## src/rtl/lgv8_pkg.sv

```systemverilog
// Shared LEGv8 fetch definitions: PC-function encodings, fetch FSM states, instruction width.
package lgv8_pkg;

  localparam int unsigned INSN_W = 32;
  localparam int unsigned PS_W   = 2;

  typedef enum logic [PS_W-1:0] {
    PS_HOLD = 2'b00,
    PS_INC  = 2'b01,
    PS_LOAD = 2'b10,
    PS_REL  = 2'b11
  } ps_e;

  typedef enum logic {
    S_IDLE = 1'b0,
    S_REQ  = 1'b1
  } fetch_state_e;

  // True for PC functions that load a computed target rather than step or hold.
  function automatic logic is_pc_load(input ps_e ps);
    return (ps == PS_LOAD) || (ps == PS_REL);
  endfunction

endpackage

```

## src/rtl/ifetch_pc_unit_pc_next_logic.sv

```systemverilog
// Combinational next-PC selection from PS, pc_in and ir_pc; shared with future pipelined fetch.
module pc_next_logic
  import lgv8_pkg::*;
#(
  parameter int unsigned ADDR_W = 64
) (
  input  ps_e               ps_i,
  input  logic [ADDR_W-1:0] pc_i,
  input  logic [ADDR_W-1:0] ir_pc_i,
  input  logic [ADDR_W-1:0] pc_in_i,
  output logic [ADDR_W-1:0] next_pc_o
);

  // Relative branches are taken from the address of the instruction in IR, word-scaled.
  always_comb begin
    next_pc_o = pc_i;
    unique case (ps_i)
      PS_HOLD: next_pc_o = pc_i;
      PS_INC:  next_pc_o = pc_i + ADDR_W'(4);
      PS_LOAD: next_pc_o = pc_in_i;
      PS_REL:  next_pc_o = ir_pc_i + (pc_in_i << 2);
    endcase
  end

endmodule

```

## src/rtl/ifetch_pc_unit.sv

```systemverilog
// LEGv8 multi-cycle fetch stage: PC, IR and instruction-memory read handshake.
// Optional PC_ALIGN_CHECK_EN adds a sticky align_fault and forces loaded targets word-aligned.
module ifetch_pc_unit
  import lgv8_pkg::*;
#(
  parameter logic [63:0] RESET_PC = 64'h0,
  parameter int unsigned ADDR_W   = 64
) (
  input  logic              clock,
  input  logic              reset,
  input  logic [1:0]        PS,
  input  logic              PCsel,
  input  logic              IL,
  input  logic [63:0]       constant,
  input  logic [63:0]       reg_a,
  output logic              imem_req,
  output logic [ADDR_W-1:0] imem_addr,
  input  logic [31:0]       imem_rdata,
  input  logic              imem_ready,
  output logic [31:0]       instruction,
  output logic [ADDR_W-1:0] pc,
  output logic [ADDR_W-1:0] pc_plus4,
  output logic [ADDR_W-1:0] ir_pc,
`ifdef PC_ALIGN_CHECK_EN
  output logic              align_fault,
`endif
  output logic              stall
);

  fetch_state_e        state_q, state_d;
  logic [ADDR_W-1:0]   pc_q, pc_d;
  logic [ADDR_W-1:0]   ir_pc_q;
  logic [INSN_W-1:0]   ir_q;
  logic [ADDR_W-1:0]   pc_in;
  logic [ADDR_W-1:0]   pc_nxt;
  logic                stall_c;
  logic                ir_load_c;
  ps_e                 ps;

  assign ps    = ps_e'(PS);
  assign pc_in = PCsel ? ADDR_W'(constant) : ADDR_W'(reg_a);

  pc_next_logic #(.ADDR_W(ADDR_W)) u_pc_next (
    .ps_i      (ps),
    .pc_i      (pc_q),
    .ir_pc_i   (ir_pc_q),
    .pc_in_i   (pc_in),
    .next_pc_o (pc_nxt)
  );

  // Fetch handshake: stall covers the IL cycle and every S_REQ cycle without imem_ready.
  always_comb begin
    state_d   = state_q;
    stall_c   = 1'b0;
    ir_load_c = 1'b0;
    unique case (state_q)
      S_IDLE: begin
        if (IL) begin
          stall_c = 1'b1;
          state_d = S_REQ;
        end
      end
      S_REQ: begin
        if (imem_ready) begin
          ir_load_c = 1'b1;
          state_d   = S_IDLE;
        end else begin
          stall_c = 1'b1;
        end
      end
    endcase
  end

`ifdef PC_ALIGN_CHECK_EN
  logic fault_q, fault_d;

  always_comb begin
    pc_d    = pc_nxt;
    fault_d = fault_q;
    if (is_pc_load(ps)) begin
      pc_d[1:0] = 2'b00;
      if (!stall_c && (pc_nxt[1:0] != 2'b00)) fault_d = 1'b1;
    end
  end

  always_ff @(posedge clock or negedge reset) begin
    if (!reset) fault_q <= 1'b0;
    else        fault_q <= fault_d;
  end

  assign align_fault = fault_q;
`else
  assign pc_d = pc_nxt;
`endif

  always_ff @(posedge clock or negedge reset) begin
    if (!reset) begin
      state_q <= S_IDLE;
      pc_q    <= ADDR_W'(RESET_PC);
      ir_pc_q <= ADDR_W'(RESET_PC);
      ir_q    <= '0;
    end else begin
      state_q <= state_d;
      if (!stall_c) pc_q <= pc_d;
      // ir_pc captures the PC the instruction was fetched from, before this edge's update.
      if (ir_load_c) begin
        ir_q    <= imem_rdata;
        ir_pc_q <= pc_q;
      end
    end
  end

  assign imem_req    = (state_q == S_REQ);
  assign imem_addr   = pc_q;
  assign pc          = pc_q;
  assign ir_pc       = ir_pc_q;
  assign instruction = ir_q;
  assign pc_plus4    = ir_pc_q + ADDR_W'(4);
  assign stall       = stall_c;

endmodule

```

## config.mk

```make
export PLATFORM = sky130hd
export DESIGN_NAME = ifetch_pc_unit
export DESIGN_NICKNAME = d
export VERILOG_FILES = /design/src/rtl/lgv8_pkg.sv /design/src/rtl/ifetch_pc_unit_pc_next_logic.sv /design/src/rtl/ifetch_pc_unit.sv
export SDC_FILE = /design/constraint.sdc
export NUM_CORES = 1
export LEC_CHECK = 0
export BUFFER_PORTS_ARGS = -buffer_cell sky130_fd_sc_hd__buf_2
export CAP_MARGIN = 20
export CELL_PAD_IN_SITES_DETAIL_PLACEMENT = 1
export CELL_PAD_IN_SITES_GLOBAL_PLACEMENT = 1
export CORE_ASPECT_RATIO = 0.5
export CORE_MARGIN = 4
export CORE_UTILIZATION = 30
export CTS_BUF_LIST = sky130_fd_sc_hd__clkbuf_8
export DETAILED_ROUTE_END_ITERATION = 7
export PLACE_DENSITY = 0.66
export SYNTH_ARGS = -nofsm -noshare
export SYNTH_HDL_FRONTEND = slang
export SYNTH_HIERARCHICAL = 1
export SYNTH_SLANG_ARGS = --single-unit
```

## constraint.sdc

```tcl
create_clock -name clock -period 8.6 [get_ports clock]
set_input_delay 0.86 -clock clock [delete_from_list [all_inputs] [get_ports clock]]
set_output_delay 0.86 -clock clock [all_outputs]
set_load 0.01 [all_outputs]
```

== Yosys cells after proc, flatten, opt, wreduce, memory -nomap -nowiden ==
Cells that the tools add are included.

* Logic and storage cells: 22
* Flip-flop bits (word level): 161
* Input bits: 167
* Output and inout bits: 290

* Multiplexer cells: 7
* Reductions and logical operators: 2
* Add/subtract/negate cells: 3
* Bitwise logic cells: 3
* Equality and inequality tests: 3

{| class="wikitable"
|+ Operators by type and width
! operator !! count
|-
| $pmux 64 s3 || 1
|-
| $add 64x3->64 const B || 2
|-
| $add 64x64->64 || 1
|-
| $mux 64 || 1
|-
| $eq 2x2->1 const B || 2
|-
| $mux 1 || 4
|-
| $not 1->1 || 3
|-
| $eq 2x1->1 const B || 1
|-
| $logic_not 2->1 || 1
|-
| $pmux 1 s2 || 1
|-
| $reduce_and 2->1 || 1
|}

== Logic depth before layout (Yosys ltp) ==
Gate-level depths: netlist (run 1).

* Depth after elaboration: 4
* Mapped depth: 15
* Depth with buffers taken out: 14

== Modules after synthesis ==
The synthesis (run 1) kept the hierarchy.

{| class="wikitable"
|+ By module, submodules not included
! module !! times used !! seq. area each (um2) !! cells an instance !! area an instance (um2)
|-
| ifetch_pc_unit || 1 || 4028.9 || 677 || 8485.6
|-
| pc_next_logic || 1 || 0.0 || 1047 || 6892.9
|}

== Worst setup path after synthesis (run 1) ==
Ideal clock, no wire load.

* Path kind: input -> register
* From: input port PCsel
* To: register pc_q[34] (netlist: imem_addr[34])
* Library setup time: 0.125 ns
* Arrival time: 4.489 ns
* Data required time: 8.475 ns
* Path slack: 3.987 ns
* Buffers on the path: 2
* Stages on the path: 14
* Path through: clkbuf_1 -> clkbuf_1 -> mux2_2 -> ha_1 -> and4_4 -> nand3_4 -> or4_4 -> o22ai_4 -> o21ai_2 -> o31ai_2 -> xor2_1 -> mux4_1 -> o31a_1 -> mux2_2

* Word-level cells in the longest chain between the ends: 3

{| class="wikitable"
|+ RTL lines
! item !! RTL line !! RTL
|-
| start, declared || ifetch_pc_unit.sv:12 || <nowiki>input logic PCsel,</nowiki>
|-
| $mux 64 || ifetch_pc_unit.sv:41 || <nowiki>assign pc_in = PCsel ? ADDR_W'(constant) : ADDR_W'(reg_a);</nowiki>
|-
| named net pc_in[16] || ifetch_pc_unit.sv:34 || <nowiki>logic [ADDR_W-1:0] pc_in;</nowiki>
|-
| $add 64x64->64 || ifetch_pc_unit_pc_next_logic.sv:21 || <nowiki>PS_REL: next_pc_o = ir_pc_i + (pc_in_i << 2);</nowiki>
|-
| $pmux 64 s3 || ifetch_pc_unit_pc_next_logic.sv:17 || <nowiki>unique case (ps_i)</nowiki>
|-
| named net pc_d[34] || ifetch_pc_unit.sv:31 || <nowiki>logic [ADDR_W-1:0] pc_q, pc_d;</nowiki>
|-
| end signal, assigned || ifetch_pc_unit.sv:99 || <nowiki>pc_q <= ADDR_W'(RESET_PC);</nowiki>
|-
| end signal, assigned || ifetch_pc_unit.sv:104 || <nowiki>if (!stall_c) pc_q <= pc_d;</nowiki>
|-
| end, declared || ifetch_pc_unit.sv:31 ||
|}

The timed path passes the listed nets, and every way through them passes these cells.
A chain may end at the register's enable or synchronous reset.

== Worst setup path after layout (run 1) ==
* From: input port PCsel
* To: register pc_q[59] (netlist: imem_addr[59])

Same word-level chain as after synthesis.

==> reports/metrics.cfg, run 1 <==
[timing]
fin_setup_tns_ns=0
setup_violations=0
clock.fmax_mhz=188
clock-skew-final_ns=0.0249
layout_min_cycle_time_ns=5.33
hold_viol_final=0
worst_slew_pin_slew_ns=1.09
slew_headroom=0.266
timing.final.crit_share=0.620
holdWs_ns=0.280
drv_slew=0
rsz0062_at_grt=no

[layout]
nNetsFinal=2287
post-route-cell-area_um2=18200
drive_above_1_share=0.377
insertedDiodeCount=0
n_fill_cell=6110
finalNonFillerCells=2759
area_growth_pct=18.7

[clocking]
postCtsHoldBufs=0
cts_buffers=17
cts_tree=done
cts-resized-gates=0
post_cts_buffers=0
clk_pin_slew_ns=0.12
insertion_delay_ns=0.53
ctsHtreeMaxLevel=4
cts_max_path_buffers=2
clock_sinks=161
root_buffer=clkbuf_8

[die]
die_area_um2=55200
core_area_um2=50400
pin_count=457
rows=58
start_util=0.305
die_w_um=328
die_height_um=168

[worst_setup_path]
slowest_stage=nor4_1
cp_max_fo=35
critPathRequiredTime_ns=9.02
arrival_ns=5.75
end_kind=flip-flop
cp-start-kind=primary input
criticalPathCategory=primary input to flip-flop
cpPeakStageDelay_ns=0.73
cp_num_buf_inv=2
critPathTopFamily=compound AO/OA/AOI/OAI gates
path_cells=buf_2, buf_4, mux2_2, ha_1, a21oi_1, o21ai_0, a21oi_1, o22ai_1, nor4_1, nor2_1, a31oi_1, xor2_1, o21ai_1, mux2_2

[power_and_ir_drop]
p_per_area_nw_per_um2=354
leakage_uw=0.00816
vdd_drop_max_v=0.0000844

[detailed_routing]
drcViolationCount=0
drt_iter0_drc=1147
routed_wl_um=64200
via_count=15058
wire_per_inst_um=23.3
via_per_inst=5.46
ant_nets=0
dr.pass1.iters=5

[flow_run]
maxCapViolCount=0

[global_routing]
grt_pass1_wl_um=96700
grt-ovfl-total=0
grt_max_degree=65
grt_pass1_vias=15223
grt_usage=0.226
antenna_found_initial=0

[place]
dp_hpwl_um=50100
post-place-cells=2727
io_buffers=456
place_area_um2=17800
gp_congestion=0.917

[synth]
synth.top_cell.area_share=0.262
netlist_area_um2=15400
synth_nets=1955
ys_top_cells_by_area=dfrtp_1 (26%), mux2_2 (17%), ha_1 (5.1%), a21oi_1 (4.0%), xor2_1 (3.5%)
yosysTopAreaCell=dfrtp_1
synth_enable_flop_cells=0
netlist_instances=1724
ys_ff_latch=161
yosys.cell_types.count=92
synth-seq-area-share=0.262
ys_async_sr_fraction=1.00
syn_area_per_cell_um2=8.92
ys_warn_count=6
yosys_most_used_dff=dfrtp_1

[outcome]
status=finished, final reports clean

[worst_hold_path]
hp-class=primary input to async pin

## stage by stage
stage / setup WS [ns] / total power, uW / util
global placement: 2.94 / 5770 / 0.353
detailed placement: 2.84 / 5820 / 0.353
CTS: 3.41 / 6480 / 0.362
floorplan: 3.99 / 4390 / -
global route: 3.06 / 6950 / 0.362
finish: 3.27 / 6470 / 0.362
## layout make-up
cell class,count,area [um2],area share
Sequential cell,161,4030,0.221
Clock buffer,17,234,0.0128
Inverter,38,143,0.00782
Tap cell,690,863,0.0473
Clock inverter,15,188,0.0103
Multi-Input combinational cell,1367,10400,0.569
Timing Repair Buffer,471,2410,0.132
## cells in the final DEF, fill, tap and decap left out, types with 12 or more instances in the layout
cell type and instances:
dfrtp_1 161, clkbuf_8 17, nand3_1 68, nor4_1 19, o22ai_1 13, a21oi_1 122
xor2_1 61, nand4_1 43, nand2b_1 12, a21o_1 38, o21ai_0 53, nor2b_1 14
nor2_1 100, mux2_2 236, buf_4 16, and3_1 34, mux2i_1 32, a31oi_1 23
nor3_1 32, inv_1 35, xnor2_1 50, a211oi_1 29, buf_2 453, o21ai_1 16
nand2_1 119, ha_1 63, o21bai_1 12
## cell usage after synthesis (6+ instances only)
library cell and n:
o22ai_1 13, mux2_2 236, dfrtp_1 161, a21o_1 38, clkbuf_1 71, and2_1 9
nand4_1 43, o31ai_1 10, and3_1 34, nor2_1 100, o21ai_0 53, buf_2 8
nor3_1 32, o31a_1 6, a211oi_1 29, xnor2_1 50, a21boi_1 7, a221oi_1 7
xor2_1 61, mux4_2 10, ha_1 63, buf_4 66, or3_1 10, a311oi_1 7
a21oi_1 122, nand2b_1 12, o22a_1 6, nor2b_1 14, o21ai_1 16, nand2_1 120
o21bai_1 12, nor4_1 20, o32ai_1 6, a31oi_1 23, buf_1 13, o211ai_1 7
mux2i_1 33, inv_1 35, and4_1 8, nand3_1 68
## flip-flops by register name (all words and copies together) (netlist names)
signal,flops
ir_pc,64
instruction,32
imem_req,1
imem_addr,64
## worst reg2reg max path, cell delays in order, from the launching register on
cell and delay (ns):
dfrtp_1 0.52, ha_1 0.43, and2_1 0.21, and3_1 0.19
a32oi_1 0.37, a211oi_1 0.24, nor4_1 0.73, nor2_1 0.31
a31oi_1 0.33, xor2_1 0.19, o21ai_1 0.07, mux2_2 0.26
## power breakdown
| group | internal, uW | total (uW) | switching, uW |
|---|---|---|---|
| sequential | 1080 | 1860 | 780 |
| combinational | 1730 | 3980 | 2250 |
| clock | 249 | 627 | 379 |
| total | 3060 | 6470 | 3410 |
## kinds of logic (layout without fill, tap and decap cells)
group,count (synthesis),count (layout),synth area share
flip-flops,161,161,0.262
AO/OA/AOI/OAI,414,414,0.177
XOR/XNOR,111,111,0.0632
buffers and inverters,196,541,0.0646
AND/OR/NAND/NOR,497,497,0.169
adder cells (fa/ha/maj),64,64,0.0526
multiplexers,281,281,0.211
## path summary, 6_finish.rpt
check,endpoint,startpoint,slack (ns),cells past startpoint
worst max-delay path,imem_addr[59]$_DFFE_PN0N_,PCsel,3.27,14
worst min-delay path,instruction[19]$_DFFE_PN0P_,reset,0.28,1
worst max register to register,imem_addr[59]$_DFFE_PN0N_,ir_pc[15]$_DFFE_PN0P_,4.67,11
worst min register to register,instruction[20]$_DFFE_PN0P_,instruction[20]$_DFFE_PN0P_,0.51,1
max in group asynchronous,imem_addr[21]$_DFFE_PN0N_,reset,7.00,2
min in group clock,instruction[20]$_DFFE_PN0P_,instruction[20]$_DFFE_PN0P_,0.51,1
## routing by layer
metal  share of wire  vias up  GRT usage
met5               0        -          0
met4           0.023        0     0.0607
met3           0.037       64     0.0308
met2            0.50      318      0.396
met1            0.44     7647      0.292
li1                -     7029          -
Power figures use the tool's default switching activity.
==> run 2: changes to the inputs <==
--- a/config.mk
+++ b/config.mk
@@ -5,6 +5,7 @@
 export SDC_FILE = /design/constraint.sdc
 export NUM_CORES = 1
 export LEC_CHECK = 0
+export ABC_AREA = 1
 export BUFFER_PORTS_ARGS = -buffer_cell sky130_fd_sc_hd__buf_2
 export CAP_MARGIN = 20
 export CELL_PAD_IN_SITES_DETAIL_PLACEMENT = 1
@@ -14,7 +15,7 @@
 export CORE_UTILIZATION = 30
 export CTS_BUF_LIST = sky130_fd_sc_hd__clkbuf_8
 export DETAILED_ROUTE_END_ITERATION = 7
-export PLACE_DENSITY = 0.66
+export PLACE_DENSITY = 0.72
 export SYNTH_ARGS = -nofsm -noshare
 export SYNTH_HDL_FRONTEND = slang
 export SYNTH_HIERARCHICAL = 1
==> constraint.sdc (replaced) <==
create_clock -name clock -period 4.5 [get_ports clock]
set_input_delay 0.45 -clock clock [delete_from_list [all_inputs] [get_ports clock]]
set_output_delay 0.45 -clock clock [all_outputs]
set_load 0.01 [all_outputs]
==> reports/metrics.cfg, run 2 <==
[synth]
synth_enable_flop_cells=0
synth_compound_area_frac=0.0971
yosysMostFrequentCell=nand2_1
syn_area_per_cell_um2=5.96
synth-simple-area-share=0.423
synth.mux.area_fraction=0.0598
ys_ff_latch=161
ys_top_cells_by_area=dfrtp_1 (22%), nand2_1 (22%), inv_1 (8.8%), mux2_2 (6.0%), nor2_1 (5.8%)
yosys-top-cells-count=nand2_1 (1056), inv_1 (423), nor2_1 (278)
netlist_instances=3031
ys_warn_count=6
yosysTopAreaCell=dfrtp_1
synth.top_cell.area_share=0.223
yosys_most_used_dff=dfrtp_1
synth-adder-area-share=0.0447
netlist_area_um2=18100
synth_top_family_by_area=simple AND/OR/NAND/NOR gates
synth_nets=3262
ys_async_sr_fraction=1.00
synth_xor_area_frac=0.0174
synth-seq-area-share=0.223
yosys.cell_types.count=50

[place]
place_ws_ns=0.411
dp_hpwl_um=96300
io_buffers=456
gp_congestion=1.07
place_area_um2=21100

[timing]
fin_setup_tns_ns=0
slew_headroom=0.193
rsz0062_at_grt=no
clock.fmax_mhz=260
hold_viol_final=0
timing.final.crit_share=0.854
layout_min_cycle_time_ns=3.84
worst_slew_pin_slew_ns=1.20
clock-skew-final_ns=0.0286
drv_slew=0
setup_violations=0
worst_slack_ns=0.656

[detailed_routing]
top_layer_used=met4
dr_wl_met2_um=44500
dr.pass1.iters=5
wire_per_inst_um=27.2
drt_iter0_drc=2902
drcViolationCount=0
via_count=23163
ant_nets=0
via_per_inst=5.44
wl_met1_um=53500
routed_wl_um=116000
route.met3.wl_um=14800

[layout]
drive_above_1_share=0.220
n_fill_cell=8123
area_growth_pct=19.2
mostFrequentLayoutCells=nand2_1 (1055), buf_2 (455), inv_1 (424)
insertedDiodeCount=0
nNetsFinal=3661
mostFrequentLayoutCell=nand2_1
post-route-cell-area_um2=21500
finish.utilization=0.362

[power_and_ir_drop]
total_power_uw=12700
leakage_uw=0.0111
p_per_area_nw_per_um2=591
vdd_drop_max_v=0.000231

[worst_hold_path]
hp-class=primary input to flip-flop
hold_start=imem_rdata[22]
whs_path_depth=2
whs_endpoint=instruction[22]$_DFFE_PN0P_

[clocking]
cts_max_path_buffers=2
cts_tree=done
ctsHtreeMaxLevel=4
root_buffer=clkbuf_8
insertion_delay_ns=0.57
cts-resized-gates=0
clk_pin_slew_ns=0.11
cts_buffers=17
clock_sinks=161

[worst_setup_path]
r2r-end=imem_addr[62]$_DFFE_PN0N_
reg2reg_depth=15
regToRegSetupSlack_ns=0.69
arrival_ns=4.33
criticalPathCategory=primary input to flip-flop
critPathRequiredTime_ns=4.99
end_kind=flip-flop
cp_max_fo=33
cp-start-kind=primary input
worstReg2RegStart=ir_pc[12]$_DFFE_PN0P_

[outcome]
status=finished, final reports clean

[die]
die_w_um=355
die_area_um2=64500
core_area_um2=59400
rows=63
pin_count=457
start_util=0.304
die_height_um=182

[global_routing]
grt_pass1_wl_um=163000
grt_usage=0.350
grt_max_degree=107
grt-ovfl-total=0
antenna_found_initial=6
grt_pass1_vias=22273

[flow_run]
maxCapViolCount=0

## run 2: cell types whose count changed in the layout (fill, tap and decap cells not counted), moves of 41 or more
| cell | before | now |
|---|---|---|
| xor2_1 | 61 | 15 |
| mux2_2 | 236 | 96 |
| nand4_1 | 43 | 84 |
| nand2_1 | 119 | 1055 |
| nand3_1 | 68 | 203 |
| nor2_1 | 100 | 275 |
| o21ai_0 | 53 | 179 |
| inv_1 | 35 | 424 |
## run 2: critical path: stages
cell and delay, ns:
buf_2 0.12, buf_12 0.22, mux2_2 0.41, ha_1 0.35, nand2_1 0.15, inv_1 0.06, a21oi_1 0.65, nand3_1 0.55
nand2_1 0.18, nand2_1 0.12, buf_4 0.19, nand2_1 0.14, nand2_1 0.09, nand2_1 0.08, nand3_1 0.14, a21oi_1 0.20
nand2_1 0.07, o21ai_0 0.10
## run 2: what timing repair did
action                                 4_1_cts  5_1_grt
endpoints found under the hold margin       68        0
buffers inserted                             0        0
hold buffers                                 1        0
## run 2: final cells by class
cell class	instances	area, um2	area share
Tap cell	812	1020	0.0472
Clock buffer	17	234	0.0109
Clock inverter	15	175	0.00813
Inverter	447	1680	0.0780
Timing Repair Buffer	509	2760	0.128
Multi-Input combinational cell	2294	11600	0.540
Sequential cell	161	4030	0.187
## run 2: worst max-delay path by stage
stage | start | slack [ns] | to
finish | PCsel | 0.66 | imem_addr[62]$_DFFE_PN0N_
global route | PCsel | 0.75 | imem_addr[62]$_DFFE_PN0N_
CTS | ir_pc[12]$_DFFE_PN0P_ | 1.01 | imem_addr[62]$_DFFE_PN0N_
detailed placement | PCsel | 0.41 | imem_addr[62]$_DFFE_PN0N_
global placement | PCsel | 0.52 | imem_addr[62]$_DFFE_PN0N_
floorplan | PCsel | 1.61 | imem_addr[28]$_DFFE_PN0N_
## run 2: power breakdown
part	internal, uW	switching [uW]
clock network	510	719
registers	1940	1620
logic	2490	5450
## run 2: logic make-up (layout without fill, tap and decap cells)
kind of cell	Yosys count	count (layout)
AOI/OAI and AO/OA	327	327
DFF	161	161
muxes	96	96
xor gates and xnor gates	36	36
buffers and inverters	576	988
and+or+nand+nor	1771	1771
adders and majority gates	64	64
## run 2: through the flow
| stage | instances | hold slack (ns) |
|---|---|---|
| CTS | 4255 | 0.0658 |
| detailed placement | 4222 | 0.489 |
| global placement | 4222 | 0.482 |
| floorplan | 3031 | 0.154 |
| finish | 4255 | 0.114 |
| global route | 4255 | 0.0850 |
## run 2: per-layer routing
layer	up-vias	GRT usage
met3	134	0.136
met4	0	0.0853
li1	10381	-
met5	-	0
met1	11491	0.512
met2	1157	0.472
==> run 3: changes to the inputs <==
--- a/config.mk
+++ b/config.mk
@@ -13,7 +13,7 @@
 export CORE_ASPECT_RATIO = 0.5
 export CORE_MARGIN = 4
 export CORE_UTILIZATION = 30
-export CTS_BUF_LIST = sky130_fd_sc_hd__clkbuf_8
+export CTS_BUF_LIST = sky130_fd_sc_hd__clkbuf_4 sky130_fd_sc_hd__clkbuf_8 sky130_fd_sc_hd__clkbuf_16
 export DETAILED_ROUTE_END_ITERATION = 7
 export PLACE_DENSITY = 0.72
 export SYNTH_ARGS = -nofsm -noshare
==> reports/metrics.cfg, run 3 (synthesis gave the netlist of run 2 again) <==
[detailed_routing]
ant_nets=0
dr.pass1.iters=5
wire_per_inst_um=27.2
via_count=23322
via_per_inst=5.48
drt_iter0_drc=2936
routed_wl_um=116000
drcViolationCount=0

[clocking]
clk_pin_slew_ns=0.08
post_cts_buffers=0
cts_max_path_buffers=2
insertion_delay_ns=0.49
cts_buffers=17
root_buffer=clkbuf_16
cts-resized-gates=0
cts_tree=done
clock_sinks=161
ctsHtreeMaxLevel=4

[place]
gp_congestion=1.07
io_buffers=456
dp_hpwl_um=96300
place_area_um2=21100

[timing]
drv_slew=0
worst_slew_pin_slew_ns=1.19
slew_headroom=0.200
clock-skew-final_ns=0.0177
rsz0062_at_grt=no
timing.final.crit_share=0.857
clock.fmax_mhz=259
layout_min_cycle_time_ns=3.86
fin_setup_tns_ns=0
setup_violations=0
hold_viol_final=0

[worst_setup_path]
end_kind=flip-flop
cp_max_fo=33
criticalPathCategory=primary input to flip-flop
critPathRequiredTime_ns=4.90
cp-start-kind=primary input
arrival_ns=4.26

[flow_run]
maxCapViolCount=0

[global_routing]
grt_pass1_wl_um=163000
grt_max_degree=107
antenna_found_initial=6
grt-ovfl-total=0
grt_usage=0.349
grt_pass1_vias=22245

[die]
start_util=0.304
die_area_um2=64500
die_height_um=182
rows=63
core_area_um2=59400
die_w_um=355
pin_count=457

[layout]
drive_above_1_share=0.220
post-route-cell-area_um2=21700
nNetsFinal=3661
finish.utilization=0.366
area_growth_pct=20.3
mostFrequentLayoutCells=nand2_1 (1055), buf_2 (455), inv_1 (423)
mostFrequentLayoutCell=nand2_1

[outcome]
status=finished, final reports clean

[power_and_ir_drop]
p_per_area_nw_per_um2=604
leakage_uw=0.0111
total_power_uw=13100
vdd_drop_max_v=0.000385

[worst_hold_path]
hp-class=primary input to flip-flop

==> run 3: cell type report <==
cell class,count,area (um2)
multi-input combinational,2294,11600
clock inverter,14,171
clock buffer,18,433
timing repair buffer,509,2760
inverter,447,1680
antenna,2,5.00
fill,8098,37700
sequential,161,4030
tap,812,1020
==> run 3: worst max-delay path, cell delays in order <==
cell and delay [ns]:
buf_2 0.12, buf_12 0.22, mux2_2 0.41, ha_1 0.35
nand2_1 0.15, inv_1 0.06, a21oi_1 0.61, nand3_1 0.53
nand2_1 0.18, nand2_1 0.12, buf_4 0.18, nand2_1 0.15
nand2_1 0.08, nand2_1 0.08, nand3_1 0.14, a21oi_1 0.19
nand2_1 0.07, o21ai_0 0.09
==> run 3: final timing paths <==
kind                                             start                     endpoint  slack, ns  depth (start not counted)
max                                              PCsel    imem_addr[62]$_DFFE_PN0N_       0.64                         18
min                                     imem_rdata[22]  instruction[22]$_DFFE_PN0P_       0.19                          2
max reg2reg                      ir_pc[12]$_DFFE_PN0P_    imem_addr[62]$_DFFE_PN0N_       0.76                         15
min reg2reg                instruction[17]$_DFFE_PN0P_  instruction[17]$_DFFE_PN0P_       0.50                          1
max in group asynchronous                        reset        ir_pc[58]$_DFFE_PN0P_       2.91                          3
min in group asynchronous                        reset  instruction[27]$_DFFE_PN0P_       0.54                          2
==> run 3: layer usage <==
| layer | global-route usage | part of all wire | vias up |
|---|---|---|---|
| li1 | - | - | 10391 |
| met1 | 0.516 | 0.46 | 11653 |
| met2 | 0.473 | 0.39 | 1165 |
| met3 | 0.134 | 0.13 | 113 |
| met4 | 0.0736 | 0.021 | 0 |
| met5 | 0 | 0 | - |
==> run 3: report_power, final <==
| part | switching (uW) | internal (uW) | leakage, uW | total, uW |
|---|---|---|---|---|
| registers | 1630 | 1940 | 0.00202 | 3580 |
| clock network | 759 | 843 | 0.000297 | 1600 |
| logic | 5450 | 2490 | 0.00883 | 7950 |
==> run 3: per-stage QoR <==
step	setup WS, ns	instances	hold WS [ns]
6_report	0.644	4257	0.194
5_1_grt	0.605	4255	0.176
4_1_cts	0.921	4255	0.165
3_5_place_dp	0.411	4222	0.489
3_3_place_gp	0.521	4222	0.482
2_1_floorplan	1.61	3031	0.154
==> run 3: what timing repair did <==
action,in CTS,in global routing
setup endpoints to repair,0,0
hold endpoints to repair,34,0
hold buffers,1,0
